[src/rtl/pipe_pkg.sv]
// Shared helpers for the pipe_reg register pipeline and anything sized from it.
// Latency: n/a (compile-time definitions only).
// Backpressure: n/a.
package pipe_pkg;

    // Width of a counter that must represent 0..depth inclusive.
    function automatic int occ_width(input int depth);
        return (depth < 1) ? 1 : $clog2(depth + 1);
    endfunction

endpackage

[src/rtl/pipe_reg_if.sv]
// Producer/consumer bundle for pipe_reg: input handshake, output handshake, flush, occupancy.
// Latency: n/a (wires only).
// Backpressure: in_ready/out_ready valid-ready pairs carried as plain signals.
// Modports: slave = pipeline side (pipe_reg), master = the block driving and draining it.
interface pipe_reg_if #(
    parameter int WIDTH = 8,
    parameter int DEPTH = 3
);
    import pipe_pkg::*;

    localparam int OW = occ_width(DEPTH);

    logic             flush;
    logic             in_valid;
    logic             in_ready;
    logic [WIDTH-1:0] in_data;
    logic             out_valid;
    logic             out_ready;
    logic [WIDTH-1:0] out_data;
    logic [OW-1:0]    occupancy;

    modport slave (
        input  flush, in_valid, in_data, out_ready,
        output in_ready, out_valid, out_data, occupancy
    );

    modport master (
        output flush, in_valid, in_data, out_ready,
        input  in_ready, out_valid, out_data, occupancy
    );

endinterface

[src/rtl/pipe_stage.sv]
// One pipeline slot: a valid bit plus a data register, loaded from upstream when told to advance.
// Latency: 1 cycle from load to valid/data.
// Backpressure: none locally; caller withholds load to stall. clear drops valid, keeps data.
// Ports: clk/rst, load (advance), clear (flush), vin/din (upstream), valid/data (this slot).
module pipe_stage #(
    parameter int               WIDTH     = 8,
    parameter logic [WIDTH-1:0] RESET_VAL = '0
) (
    input  logic             clk,
    input  logic             rst,
    input  logic             load,
    input  logic             clear,
    input  logic             vin,
    input  logic [WIDTH-1:0] din,
    output logic             valid,
    output logic [WIDTH-1:0] data
);

    always_ff @(posedge clk) begin
        if (rst) begin
            valid <= 1'b0;
            data  <= RESET_VAL;
        end else begin
            if (clear) begin
                valid <= 1'b0;
            end else if (load) begin
                // Loading an empty upstream slot is how a bubble moves forward.
                valid <= vin;
            end
            // Only real words are captured, so flush leaves data untouched and
            // a stalled slot (load=0) can never be overwritten.
            if (load && vin && !clear) begin
                data <= din;
            end
        end
    end

endmodule

[src/rtl/pipe_reg.sv]
// DEPTH-stage retiming pipeline with per-stage valid, bubble collapsing and sync flush.
// Latency: DEPTH cycles input->output when unstalled; 1 word/cycle throughput.
// Backpressure: in_ready = advance chain from out_ready (comb, DEPTH deep) gated by ~flush.
// Ports: clk, rst (sync, active-high), pif (slave: flush, in_*, out_*, occupancy).
module pipe_reg
    import pipe_pkg::*;
#(
    parameter int               WIDTH     = 8,
    parameter int               DEPTH     = 3,
    parameter logic [WIDTH-1:0] RESET_VAL = '0
) (
    input  logic       clk,
    input  logic       rst,
    pipe_reg_if.slave  pif
);

    localparam int            OW  = occ_width(DEPTH);
    localparam logic [OW-1:0] ONE = OW'(1);

    logic [DEPTH-1:0]            valid;
    logic [DEPTH-1:0]            adv;
    logic [DEPTH-1:0]            up_vld;
    logic [DEPTH-1:0][WIDTH-1:0] up_dat;
    logic [DEPTH-1:0][WIDTH-1:0] stage_data;
    logic [OW-1:0]               occ;
    logic                        in_xfer;
    logic                        out_xfer;

    // Stage 0 is the input side, stage DEPTH-1 drives the output.
    assign pif.in_ready  = adv[0] & ~pif.flush;
    assign pif.out_valid = valid[DEPTH-1];
    assign pif.out_data  = stage_data[DEPTH-1];
    assign pif.occupancy = occ;

    assign in_xfer  = pif.in_valid & pif.in_ready;
    assign out_xfer = pif.out_valid & pif.out_ready;

    for (genvar i = 0; i < DEPTH; i++) begin : g_stage
        // A stage may advance when the consumer takes a word or any slot from
        // here to the output is empty. This is the unrolled form of the
        // recursive adv[i] = adv[i+1] | ~valid[i], written without feedback
        // through the adv vector.
        assign adv[i] = pif.out_ready | ~(&valid[DEPTH-1:i]);

        if (i == 0) begin : g_head
            assign up_vld[i] = in_xfer;
            assign up_dat[i] = pif.in_data;
        end else begin : g_body
            assign up_vld[i] = valid[i-1];
            assign up_dat[i] = stage_data[i-1];
        end

        pipe_stage #(
            .WIDTH     (WIDTH),
            .RESET_VAL (RESET_VAL)
        ) u_stage (
            .clk   (clk),
            .rst   (rst),
            .load  (adv[i]),
            .clear (pif.flush),
            .vin   (up_vld[i]),
            .din   (up_dat[i]),
            .valid (valid[i]),
            .data  (stage_data[i])
        );
    end

    // Occupancy tracks the number of valid stages; a flush-cycle output
    // transfer is absorbed by the clear to zero.
    always_ff @(posedge clk) begin
        if (rst) begin
            occ <= '0;
        end else if (pif.flush) begin
            occ <= '0;
        end else if (in_xfer && !out_xfer) begin
            occ <= occ + ONE;
        end else if (out_xfer && !in_xfer) begin
            occ <= occ - ONE;
        end
    end

endmodule

[src/flat_wrapper.sv]
// flat-port wrapper written by rule: the top's interface ports become plain ports
module pipe_reg_flat import pipe_pkg::*;
#(
    parameter int               WIDTH     = 8,
    parameter int               DEPTH     = 3,
    parameter logic [WIDTH-1:0] RESET_VAL = '0
)
  (clk, rst, pif_flush, pif_in_valid, pif_in_data, pif_out_ready, pif_in_ready, pif_out_valid, pif_out_data, pif_occupancy);
  pipe_reg_if #(.WIDTH(WIDTH), .DEPTH(DEPTH)) pif_i ();
  input  logic clk;
  input  logic rst;
  input wire logic [$bits(pif_i.flush)-1:0] pif_flush;
  input wire logic [$bits(pif_i.in_valid)-1:0] pif_in_valid;
  input wire logic [$bits(pif_i.in_data)-1:0] pif_in_data;
  input wire logic [$bits(pif_i.out_ready)-1:0] pif_out_ready;
  output wire logic [$bits(pif_i.in_ready)-1:0] pif_in_ready;
  output wire logic [$bits(pif_i.out_valid)-1:0] pif_out_valid;
  output wire logic [$bits(pif_i.out_data)-1:0] pif_out_data;
  output wire logic [$bits(pif_i.occupancy)-1:0] pif_occupancy;
  assign pif_i.flush = pif_flush;
  assign pif_i.in_valid = pif_in_valid;
  assign pif_i.in_data = pif_in_data;
  assign pif_i.out_ready = pif_out_ready;
  assign pif_in_ready = pif_i.in_ready;
  assign pif_out_valid = pif_i.out_valid;
  assign pif_out_data = pif_i.out_data;
  assign pif_occupancy = pif_i.occupancy;
  pipe_reg #(.WIDTH(WIDTH), .DEPTH(DEPTH), .RESET_VAL(RESET_VAL)) u_core (.clk(clk), .rst(rst), .pif(pif_i));
endmodule
[config.mk]
export PLATFORM = sky130hd
export DESIGN_NAME = pipe_reg_flat
export DESIGN_NICKNAME = d
export VERILOG_FILES = /design/src/rtl/pipe_pkg.sv /design/src/rtl/pipe_reg_if.sv /design/src/rtl/pipe_stage.sv /design/src/rtl/pipe_reg.sv /design/src/flat_wrapper.sv
export SDC_FILE = /design/constraint.sdc
export NUM_CORES = 1
export LEC_CHECK = 0
export CAP_MARGIN = 20
export CORE_MARGIN = 2
export CORE_UTILIZATION = 53
export DETAILED_ROUTE_END_ITERATION = 7
export PLACE_DENSITY = 0.82
export SLEW_MARGIN = 25
export SYNTH_ARGS = -nofsm -noshare
export SYNTH_HDL_FRONTEND = slang
export SYNTH_SLANG_ARGS = --single-unit
[constraint.sdc]
create_clock -name clk -period 5.2 [get_ports clk]
set_clock_uncertainty 0.05 [all_clocks]
set_input_delay 0.78 -clock clk [delete_from_list [all_inputs] [get_ports clk]]
set_output_delay 0.78 -clock clk [all_outputs]
set_load 0.01 [all_outputs]
### Yosys cells after proc, flatten, opt, wreduce, memory -nomap -nowiden

Cells that the tools add are included.

* add/subtract/negate cells: 2
* multiplexer cells: 2
* bitwise gates (word level): 10
* reductions and logical operators: 15

Operators by type and width (number)
* $logic_and A1 B1 Y1: 8
* $mux W2: 2
* $not A1 Y1: 4
* $and A1 B1 Y1: 3
* $logic_not A1 Y1: 3
* $or A1 B1 Y1: 3
* $reduce_and A3 Y1: 1
* $add A2 B1 Y2 const B: 1
* $reduce_and A2 Y1: 1
* $reduce_bool A2 Y1: 1
* $reduce_or A2 Y1: 1
* $sub A2 B1 Y2 const B: 1

* register bits after elaboration: 29
* input port bits: 13
* output and inout bits: 12

### Logic depth before layout (Yosys ltp)

Gate-level depths: netlist of the first run.

* depth in word-level cells: 9
* depth in mapped cells: 7

### By module

Synthesis of the first run repeated with hierarchy kept, for this count alone.

* cell total of the unflattened synthesis: 129
* area total of the unflattened synthesis: 1330.0 µm²

By module, submodules not included
* pipe_stage: instances 3, cells an instance 38, area an instance 399.1 µm², sequential area each 180.2 µm²
* pipe_reg: instances 1, cells an instance 15, area an instance 132.6 µm², sequential area each 40.0 µm²

### Least setup slack after synthesis of the first run

OpenSTA, ideal clock, no wires.

* path kind: in2reg
* start: input pif_flush
* end: register u_core.occ[1], in the netlist u_core.pif.occupancy[1]
* data arrival time: 2.133 ns
* required time: 5.074 ns
* path slack: 2.942 ns
* stages on the path: 6
* buffers on the path: 2
* cell sequence: buf_2 a311oi_2 buf_6 ha_1 or3_1 a21boi_0

* word-level cells in the longest chain between the ends: 6
* elaborated cells on any way between the ends: 9

RTL lines
* start: declaration: line flat_wrapper.sv:12 `input wire logic [$bits(pif_i.flush)-1:0] pif_flush;`
* $not A1 Y1 *: line pipe_reg.sv:30 `assign pif.in_ready = adv[0] & ~pif.flush;`
* $and A1 B1 Y1 *: line pipe_reg.sv:30
* $and A1 B1 Y1 *: line pipe_reg.sv:35 `assign in_xfer = pif.in_valid & pif.in_ready;`
* via u_core.g_stage[0].u_stage.vin: line pipe_stage.sv:13 `input logic vin,`
* $logic_not A1 Y1: line pipe_reg.sv:77 `end else if (out_xfer && !in_xfer) begin`
* $logic_and A1 B1 Y1: line pipe_reg.sv:77
* $reduce_bool A2 Y1 (no line)
* end signal: assignment: line pipe_reg.sv:76 `occ <= occ + ONE;`
* end signal: assignment: line pipe_reg.sv:78 `occ <= occ - ONE;`
* end: declaration: line pipe_reg.sv:25 `logic [OW-1:0] occ;`

The timed path passes the listed nets; every way through them passes the cells marked *.
A chain may end at the register's enable or synchronous reset.

### Worst setup path after layout of the first run

* start: input pif_flush
* end: register u_core.occ[1], in the netlist u_core.pif.occupancy[1]

* word-level cells in the longest chain between the ends: 6
* elaborated cells on any way between the ends: 9

RTL lines (line)
* $not A1 Y1: pipe_reg.sv:30
* $and A1 B1 Y1: pipe_reg.sv:30
* $and A1 B1 Y1: pipe_reg.sv:35
* $logic_not A1 Y1: pipe_reg.sv:77
* $logic_and A1 B1 Y1: pipe_reg.sv:77
* $reduce_bool A2 Y1 (no line)

Parallel ways exist; a longest one is shown, timed or not.

==> flow_summary.yaml, run 1 <==
status:
  status: "finished, final reports clean"
final_layout:
  fillCellCount: 191
  nNetsFinal: 162
  layout-drive-gt1-share_pct: 6.04
  area_delta_synth_final_pct: 21.3
  antenna-diode-count: 0
  final_cells: 177
place:
  gp_congestion: 0.763
  placed_cells: 169
  port_buffers: 24
  dpl.hpwl_um: 1560
synth:
  async_flop_share_pct: 0
  synth_area_leader_cell: "dfxtp_1"
  yosys-top-cells-count: "29 x dfxtp_1, 26 x nand2b_1, 16 x mux2i_1"
  synth_ff_type: "dfxtp_1"
  yosysMostFrequentCell: "dfxtp_1"
  avgSynthCellArea_um2: 9.80
  synth_edf_count: 0
  syn_inst: 127
  synthesis.nets: 141
  yosysSeqAreaShare_pct: 46.6
  synth_top_area_share_pct: 46.6
  syn_area_um2: 1240
  synth_cell_types: 24
  post_synth_main_area_contributors: "dfxtp_1 47%, nand2b_1 13%, mux2i_1 13%"
  synth_seq_cells: 29
  yosysWarnings: 0
critical_path:
  r2r-start: "u_core.g_stage[2].u_stage.valid$_SDFFE_PP0N_"
  r2r_end: "u_core.pif.occupancy[1]$_SDFFE_PP0P_"
  crit_chain: "clkdlybuf4s50_1 > a311oi_2 > ha_1 > or3_1 > a21boi_0"
  slowest_stage: "a311oi_2"
  endpoint_kind: "flip-flop"
  required_ns: 5.39
  crit_path_start_kind: "input pin"
  crit_path_end: "u_core.pif.occupancy[1]$_SDFFE_PP0P_"
  arrival_ns: 3.28
  startpoint: "pif_flush"
  reg2reg_depth: 5
  path_max_fanout: 10
  r2r_slack_ns: 2.71
  critPathMaxStageDelay_ns: 0.96
  criticalPathCategory: "input pin to flip-flop"
clock_tree:
  h-tree-depth: 2
  clk-insertion-delay-late_ns: 0.31
  cts_sinks: 29
  cts_resized: 0
  clockBufferDepth: 2
  holdBufCountCts: 0
  clkTransAtPathRegs_ns: 0.08
  post_cts_buffers: 0
  cts_tree: "done"
  cts-buffers-inserted: 5
  cts_root_buf: "clkbuf_4"
floorplanning:
  core_um2: 2210
  die_height_um: 52.5
  ios: 25
  rows: 17
  dieArea_um2: 2750
  start_util_pct: 56.3
  die_width_um: 52.5
timing:
  min_period_ns: 3.09
  timing.hold.ws_ns: 0.419
  setup_tns_ns: 0
  hold_viol_final: 0
  worst_pin_slew_ns: 1.03
  slew_headroom_pct: 31.0
  fin_crit_sh_pct: 59.3
  max_freq_mhz: 324
  setup_viol: 0
  rsz0062_at_grt: "false"
  slew_viol_final: 0
detailed_routing:
  viasPerCell: 5.32
  ant_nets: 0
  routedWlPerCell_um: 12.5
  drc: 0
  via_count: 942
  first_pass_iters: 4
  dr.first_iter.drc_count: 19
  wl_um: 2210
run:
  cap_violations: 0
power_and_ir_drop:
  peakVddDrop_mv: 0.215
  p_leak_nw: 0.522
  power_density_nw_per_um2: 256
worst_hold_path:
  hold_path_class: "flip-flop to flip-flop"
grt:
  grt_pass1_wl_um: 3670
  grtUsageTotal_pct: 18.5
  grt_pass1_vias: 851
  grt_max_degree: 37
  antenna_found_initial: 0
  grt-ovfl-total: 0
## cells by family (layout without fill, tap and decap cells)
family          Yosys count  in the layout  share of synthesized area [%]
simple gates             42             42                           20.2
flops                    29             29                           46.6
compound gates           25             25                           13.0
mux                      16             16                           12.9
buf+inv                  12             34                           4.92
xor+xnor                  2              2                           1.41
fa+ha+maj                 1              1                           1.00
## cell usage in the layout (no fill, tap or decap), types with 2 or more instances in the layout
cell type and instances:
mux2i_1 16, xor2_1 2, dfxtp_1 29, nor3_1 3
clkbuf_4 5, clkdlybuf4s50_1 23, a31oi_1 2, nand3_1 8
clkbuf_1 3, o21ai_0 9, nand2b_1 26, inv_1 2
a21oi_1 9
## routing by layer
layer  vias up  share of wire [%]  track usage, %
li1        477                  -               -
met1       430                 47            24.7
met2        30                 46            27.9
met3         5                5.5            5.14
met4         0                1.5            7.69
met5         -                  0               0
## worst min path at each step
stage | slack, ns | cells after the start | to | start
after global placement | 0.41 | 2 | u_core.g_stage[2].u_stage.data[6]$_SDFFE_PP0P_ | u_core.g_stage[1].u_stage.data[6]$_SDFFE_PP0P_
after global routing | 0.43 | 2 | u_core.g_stage[2].u_stage.data[1]$_SDFFE_PP0P_ | u_core.g_stage[1].u_stage.data[1]$_SDFFE_PP0P_
after detailed placement | 0.41 | 2 | u_core.g_stage[2].u_stage.data[1]$_SDFFE_PP0P_ | u_core.g_stage[1].u_stage.data[1]$_SDFFE_PP0P_
final | 0.42 | 2 | u_core.g_stage[2].u_stage.data[1]$_SDFFE_PP0P_ | u_core.g_stage[1].u_stage.data[1]$_SDFFE_PP0P_
after CTS | 0.42 | 2 | u_core.g_stage[2].u_stage.data[1]$_SDFFE_PP0P_ | u_core.g_stage[1].u_stage.data[1]$_SDFFE_PP0P_
after floorplan | 0.39 | 2 | u_core.g_stage[2].u_stage.data[0]$_SDFFE_PP0P_ | u_core.g_stage[1].u_stage.data[0]$_SDFFE_PP0P_
## flip-flops by register name, summed over array words and instances (netlist names)
| register | count |
|---|---|
| u_core.g_stage.u_stage.valid | 3 |
| u_core.pif.occupancy | 2 |
| u_core.g_stage.u_stage.data | 24 |
## cell type report
| type | instances | area (µm²) | area share (%) |
|---|---|---|---|
| Sequential cell | 29 | 581 | 38.4 |
| Inverter | 2 | 7.51 | 0.497 |
| Tap cell | 28 | 35.0 | 2.32 |
| Multi-Input combinational cell | 86 | 603 | 39.9 |
| Timing Repair Buffer | 24 | 235 | 15.6 |
| Clock buffer | 8 | 48.8 | 3.23 |
## critical path, delay by kind of cell
kind	cells	cell delay, ns
and+or+nand+nor	1	0.37
buffers and inverters	1	0.60
AOI/OAI and AO/OA	2	1.11
adders and majority gates	1	0.41
## metrics by stage
stage / power [mW] / utilization [%] / cell area (µm²) / worst slack (ns)
6_report: 0.386 / 68.3 / 1510 / 2.11
5_1_grt: 0.406 / 68.3 / 1510 / 1.99
4_1_cts: 0.390 / 68.5 / 1520 / 2.11
3_5_place_dp: 0.269 / 66.3 / 1470 / 1.78
3_3_place_gp: 0.267 / 66.3 / 1470 / 1.84
2_1_floorplan: 0.255 / - / 1240 / 2.94
## power breakdown
part	switching [mW]	internal (mW)
Sequential	0.00229	0.226
Combinational	0.0147	0.0192
Clock	0.0695	0.0538
No activity file was read; power rests on OpenSTA's default activity.
==> run 2, diff against run 1 <==
--- a/config.mk
+++ b/config.mk
@@ -7,9 +7,9 @@
 export LEC_CHECK = 0
 export CAP_MARGIN = 20
 export CORE_MARGIN = 2
-export CORE_UTILIZATION = 53
+export CORE_UTILIZATION = 45
 export DETAILED_ROUTE_END_ITERATION = 7
-export PLACE_DENSITY = 0.82
+export PLACE_DENSITY = 0.74
 export SLEW_MARGIN = 25
 export SYNTH_ARGS = -nofsm -noshare
 export SYNTH_HDL_FRONTEND = slang
==> constraint.sdc (replaced) <==
create_clock -name clk -period 2.5 [get_ports clk]
set_clock_uncertainty 0.05 [all_clocks]
set_input_delay 0.375 -clock clk [delete_from_list [all_inputs] [get_ports clk]]
set_output_delay 0.375 -clock clk [all_outputs]
set_load 0.01 [all_outputs]
==> flow_summary.yaml, run 2 (same netlist as run 1, synthesis figures left out) <==
power_and_ir_drop:
  p_leak_nw: 0.542
  power_density_nw_per_um2: 537
  peakVddDrop_mv: 0.446
clock_tree:
  clk-insertion-delay-late_ns: 0.32
  cts_resized: 0
  h-tree-depth: 2
  post_cts_buffers: 0
  clkTransAtPathRegs_ns: 0.09
  cts_sinks: 29
  holdBufCountCts: 0
  cts_tree: "done"
  cts_root_buf: "clkbuf_4"
  clockBufferDepth: 2
  cts-buffers-inserted: 5
timing:
  worst_pin_slew_ns: 0.627
  setup_viol: 0
  fin_crit_sh_pct: 89.9
  slew_headroom_pct: 58.1
  timing.hold.ws_ns: 0.417
  max_freq_mhz: 445
  rsz0062_at_grt: "false"
  setup_tns_ns: 0
  slew_viol_final: 0
  min_period_ns: 2.25
  hold_viol_final: 0
final_layout:
  final_cell_mix: "29 x dfxtp_1, 26 x nand2b_1, 24 x clkdlybuf4s50_1, 16 x mux2i_1"
  layout-drive-gt1-share_pct: 7.95
  largest-register: "u_core.g_stage.u_stage.data"
  antenna-diode-count: 0
  nNetsFinal: 165
  final_common_cell: "dfxtp_1"
  design_area_um2: 1550
  fillCellCount: 248
  area_delta_synth_final_pct: 24.3
  largest_reg_flops: 24
floorplanning:
  dieArea_um2: 3200
  die_height_um: 56.6
  start_util_pct: 46.3
  rows: 19
  die_width_um: 56.6
  core_um2: 2690
  ios: 25
critical_path:
  crit_path_start_kind: "input pin"
  required_ns: 2.08
  criticalPathCategory: "input pin to output port"
  endpoint_kind: "output port"
  path_max_fanout: 15
  arrival_ns: 1.82
detailed_routing:
  drc: 0
  first_pass_iters: 4
  viasPerCell: 5.07
  via_count: 923
  dr.first_iter.drc_count: 17
  wl_um: 2180
  routedWlPerCell_um: 12.0
  ant_nets: 0
run:
  cap_violations: 0
grt:
  grt_max_degree: 28
  antenna_found_initial: 0
  grtUsageTotal_pct: 15.8
  grt_pass1_vias: 894
  grt_pass1_wl_um: 3880
  grt-ovfl-total: 0
place:
  dpl.hpwl_um: 1600
  port_buffers: 24
  gp_congestion: 0.730
  placedInstanceArea_um2: 1490
worst_hold_path:
  hold_path_class: "flip-flop to flip-flop"
status:
  status: "finished, final reports clean"
-- run 2: through the flow --
| stage | worst slack [ns] | std cells | total power [mW] | utilization, % |
|---|---|---|---|---|
| final | 0.252 | 182 | 0.831 | 57.6 |
| after global routing | 0.208 | 182 | 0.878 | 57.6 |
| after CTS | 0.249 | 182 | 0.842 | 57.6 |
| after detailed placement | 0.146 | 175 | 0.562 | 55.6 |
| after global placement | 0.199 | 175 | 0.559 | 55.6 |
| after floorplan | 0.647 | 127 | 0.531 | - |
-- run 2: power by group --
part | switching, mW | internal, mW | leakage [nW]
registers | 0.00475 | 0.471 | 0.235
logic | 0.0307 | 0.0435 | 0.275
clock network | 0.148 | 0.133 | 0.0314
-- run 2: layout make-up --
| class | instances | area [µm²] | share of cell area (%) |
|---|---|---|---|
| clock buffers | 7 | 55.1 | 3.56 |
| repair buffers | 27 | 263 | 17.0 |
| flip-flops and latches | 29 | 581 | 37.5 |
| multi-input cells | 86 | 603 | 39.0 |
| well taps | 31 | 38.8 | 2.51 |
| inverters | 2 | 7.51 | 0.485 |
-- run 2: metal layers --
metal	routed length, µm	part of all wire [%]	vias up	GRT usage [%]
met1	999	46	410	19.2
met2	1020	47	26	24.6
met5	0	0	-	0
met3	109	5.0	6	5.53
li1	-	-	481	-
met4	47	2.2	0	8.16
-- run 2: worst max-delay path, stage by stage --
cell and delay [ns]:
clkdlybuf4s50_1 0.47, nor2b_4 0.34, a31oi_1 0.14, clkdlybuf4s50_1 0.50
-- run 2: final timing paths --
check | start | end | slack [ns] | cells past startpoint
hold reg to reg | u_core.g_stage[1].u_stage.data[2]$_SDFFE_PP0P_ | u_core.g_stage[2].u_stage.data[2]$_SDFFE_PP0P_ | 0.42 | 2
setup / recovery | pif_out_ready | pif_in_ready | 0.25 | 4
hold / removal | u_core.g_stage[1].u_stage.data[2]$_SDFFE_PP0P_ | u_core.g_stage[2].u_stage.data[2]$_SDFFE_PP0P_ | 0.42 | 2
setup reg to reg | u_core.g_stage[2].u_stage.valid$_SDFFE_PP0N_ | u_core.pif.occupancy[1]$_SDFFE_PP0P_ | 0.59 | 5
==> run 3, diff against run 2 <==
--- a/config.mk
+++ b/config.mk
@@ -7,10 +7,11 @@
 export LEC_CHECK = 0
 export CAP_MARGIN = 20
 export CORE_MARGIN = 2
-export CORE_UTILIZATION = 45
+export CORE_UTILIZATION = 54
 export DETAILED_ROUTE_END_ITERATION = 7
-export PLACE_DENSITY = 0.74
+export PLACE_DENSITY = 0.82
 export SLEW_MARGIN = 25
 export SYNTH_ARGS = -nofsm -noshare
 export SYNTH_HDL_FRONTEND = slang
+export SYNTH_HIERARCHICAL = 1
 export SYNTH_SLANG_ARGS = --single-unit
==> constraint.sdc (replaced) <==
create_clock -name clk -period 2.6 [get_ports clk]
set_clock_uncertainty 0.05 [all_clocks]
set_input_delay 0.39 -clock clk [delete_from_list [all_inputs] [get_ports clk]]
set_output_delay 0.39 -clock clk [all_outputs]
set_load 0.01 [all_outputs]
==> flow_summary.yaml, run 3 <==
grt:
  grt-ovfl-total: 0
  grtUsageTotal_pct: 18.5
  grt_max_degree: 34
  antenna_found_initial: 0
  grt_pass1_vias: 858
  grt_pass1_wl_um: 3730
synth:
  yosysSeqAreaShare_pct: 43.7
  synth_ff_type: "dfxtp_1"
  yosysMostFrequentCell: "nand2b_1"
  synth_seq_cells: 29
  yosys-top-cells-count: "49 x nand2b_1, 29 x dfxtp_1, 27 x mux2i_1"
  syn_area_um2: 1330
  synth_edf_count: 0
  avgSynthCellArea_um2: 10.3
  syn_inst: 129
  synth_area_leader_cell: "dfxtp_1"
  async_flop_share_pct: 0
  synth_cell_types: 17
  post_synth_main_area_contributors: "dfxtp_1 44%, nand2b_1 23%, mux2i_1 20%"
  yosysWarnings: 6
  synthesis.nets: 143
  synth_top_area_share_pct: 43.7
timing:
  rsz0062_at_grt: "false"
  timing.hold.ws_ns: 0.426
  max_freq_mhz: 438
  slew_headroom_pct: 61.2
  fin_crit_sh_pct: 87.8
  layout_setup_ws_ns: 0.318
  setup_tns_ns: 0
  worst_pin_slew_ns: 0.580
  setup_viol: 0
  slew_viol_final: 0
  hold_viol_final: 0
  min_period_ns: 2.28
clock_tree:
  cts_root_buf: "clkbuf_4"
  cts_sinks: 29
  cts_tree: "done"
  cts-buffers-inserted: 5
  clk-insertion-delay-late_ns: 0.31
  cts_resized: 0
  clkTransAtPathRegs_ns: 0.08
  h-tree-depth: 2
  holdBufCountCts: 0
  clockBufferDepth: 2
  post_cts_buffers: 0
floorplanning:
  die_height_um: 53.6
  die_width_um: 53.6
  ios: 25
  rows: 17
  core_um2: 2280
  dieArea_um2: 2880
  start_util_pct: 58.4
detailed_routing:
  wl_um: 2140
  ant_nets: 0
  via_count: 931
  first_pass_iters: 4
  routedWlPerCell_um: 11.6
  viasPerCell: 5.03
  dr.first_iter.drc_count: 18
  drc: 0
place:
  gp_congestion: 0.733
  port_buffers: 24
  placed_cells: 177
  placedInstanceArea_um2: 1590
  dp_slack_ns: 0.0633
  dpl.hpwl_um: 1530
critical_path:
  endpoint_kind: "flip-flop"
  reg2reg_depth: 6
  path_max_fanout: 4
  arrival_ns: 2.44
  r2r_end: "u_core/pif.occupancy[1]$_SDFFE_PP0P_"
  criticalPathCategory: "input pin to flip-flop"
  startpoint: "pif_out_ready"
  crit_path_end: "u_core/pif.occupancy[1]$_SDFFE_PP0P_"
  crit_path_start_kind: "input pin"
  required_ns: 2.76
  r2r-start: "u_core/g_stage[2].u_stage/valid$_SDFFE_PP0P_"
  r2r_slack_ns: 0.46
final_layout:
  layout-drive-gt1-share_pct: 4.46
  final_common_cell: "nand2b_1"
  final_cell_mix: "49 x nand2b_1, 29 x dfxtp_1, 27 x mux2i_1, 24 x clkdlybuf4s50_1, 5 x clkbuf_4"
  multiInputGateArea_um2: 704
  antenna-diode-count: 0
  largest-register: "u_core/g_stage.u_stage/data"
  area_delta_synth_final_pct: 23.0
  design_area_um2: 1640
  fillCellCount: 163
  seq_area_um2: 581
  nNetsFinal: 170
  largest_reg_flops: 24
  final_cells: 185
power_and_ir_drop:
  p_leak_nw: 0.565
  peakVddDrop_mv: 0.405
  power_density_nw_per_um2: 473
worst_hold_path:
  hold_path_class: "flip-flop to flip-flop"
status:
  status: "finished, final reports clean"
run:
  cap_violations: 0
run 3: cells by family (layout without fill, tap and decap cells):
group / count (synthesis) / after routing / share of synthesized area (%)
multiplexers: 27 / 27 / 20.3
buffers and inverters: 6 / 34 / 3.39
AO/OA/AOI/OAI: 2 / 2 / 0.941
AND/OR/NAND/NOR: 62 / 62 / 29.4
XOR/XNOR: 2 / 2 / 1.32
adder cells (fa/ha/maj): 1 / 1 / 0.941
flip-flops: 29 / 29 / 43.7
run 3: area by class of cell:
| type | instances | share of cell area [%] |
|---|---|---|
| clock buffer | 8 | 2.98 |
| multi-input combinational | 94 | 43.0 |
| timing repair buffer | 26 | 16.4 |
| tap | 28 | 2.14 |
| sequential | 29 | 35.5 |
run 3: power breakdown:
part	internal, mW	switching [mW]
sequential	0.450	0.00386
clock	0.108	0.140
combinational	0.0456	0.0266
run 3: stage by stage:
stage / utilization (%) / power, mW
2_1_floorplan: - / 0.502
3_3_place_gp: 69.8 / 0.534
3_5_place_dp: 69.8 / 0.537
4_1_cts: 71.9 / 0.788
5_1_grt: 71.9 / 0.809
6_report: 71.9 / 0.773
run 3: how the worst min path moves through the flow:
stage                                                   startpoint                                              to  slack, ns  depth (start not counted)
global route        u_core/g_stage[2].u_stage/data[4]$_SDFFE_PP0P_  u_core/g_stage[2].u_stage/data[4]$_SDFFE_PP0P_       0.45                          2
global placement    u_core/g_stage[2].u_stage/data[1]$_SDFFE_PP0P_  u_core/g_stage[2].u_stage/data[1]$_SDFFE_PP0P_       0.41                          2
detailed placement  u_core/g_stage[0].u_stage/data[5]$_SDFFE_PP0P_  u_core/g_stage[0].u_stage/data[5]$_SDFFE_PP0P_       0.41                          2
finish              u_core/g_stage[1].u_stage/data[5]$_SDFFE_PP0P_  u_core/g_stage[1].u_stage/data[5]$_SDFFE_PP0P_       0.43                          2
CTS                 u_core/g_stage[1].u_stage/data[5]$_SDFFE_PP0P_  u_core/g_stage[1].u_stage/data[5]$_SDFFE_PP0P_       0.43                          2
floorplan           u_core/g_stage[0].u_stage/data[0]$_SDFFE_PP0P_  u_core/g_stage[0].u_stage/data[0]$_SDFFE_PP0P_       0.40                          2
run 3: routing by layer:
layer	GRT usage, %	wire, µm	up-vias	part of all wire (%)
li1	-	-	487	-
met1	23.6	1070	421	50
met2	27.2	937	19	44
met3	5.83	82	4	3.8
met4	11.5	48	0	2.2
met5	0	0	-	0
run 3: worst max-delay path: stages:
cell             delay [ns]
clkdlybuf4s50_1        0.43
nand4b_1               0.25
nor2b_1                0.19
and2_1                 0.18
ha_1                   0.34
or3_1                  0.38
a211oi_1               0.29
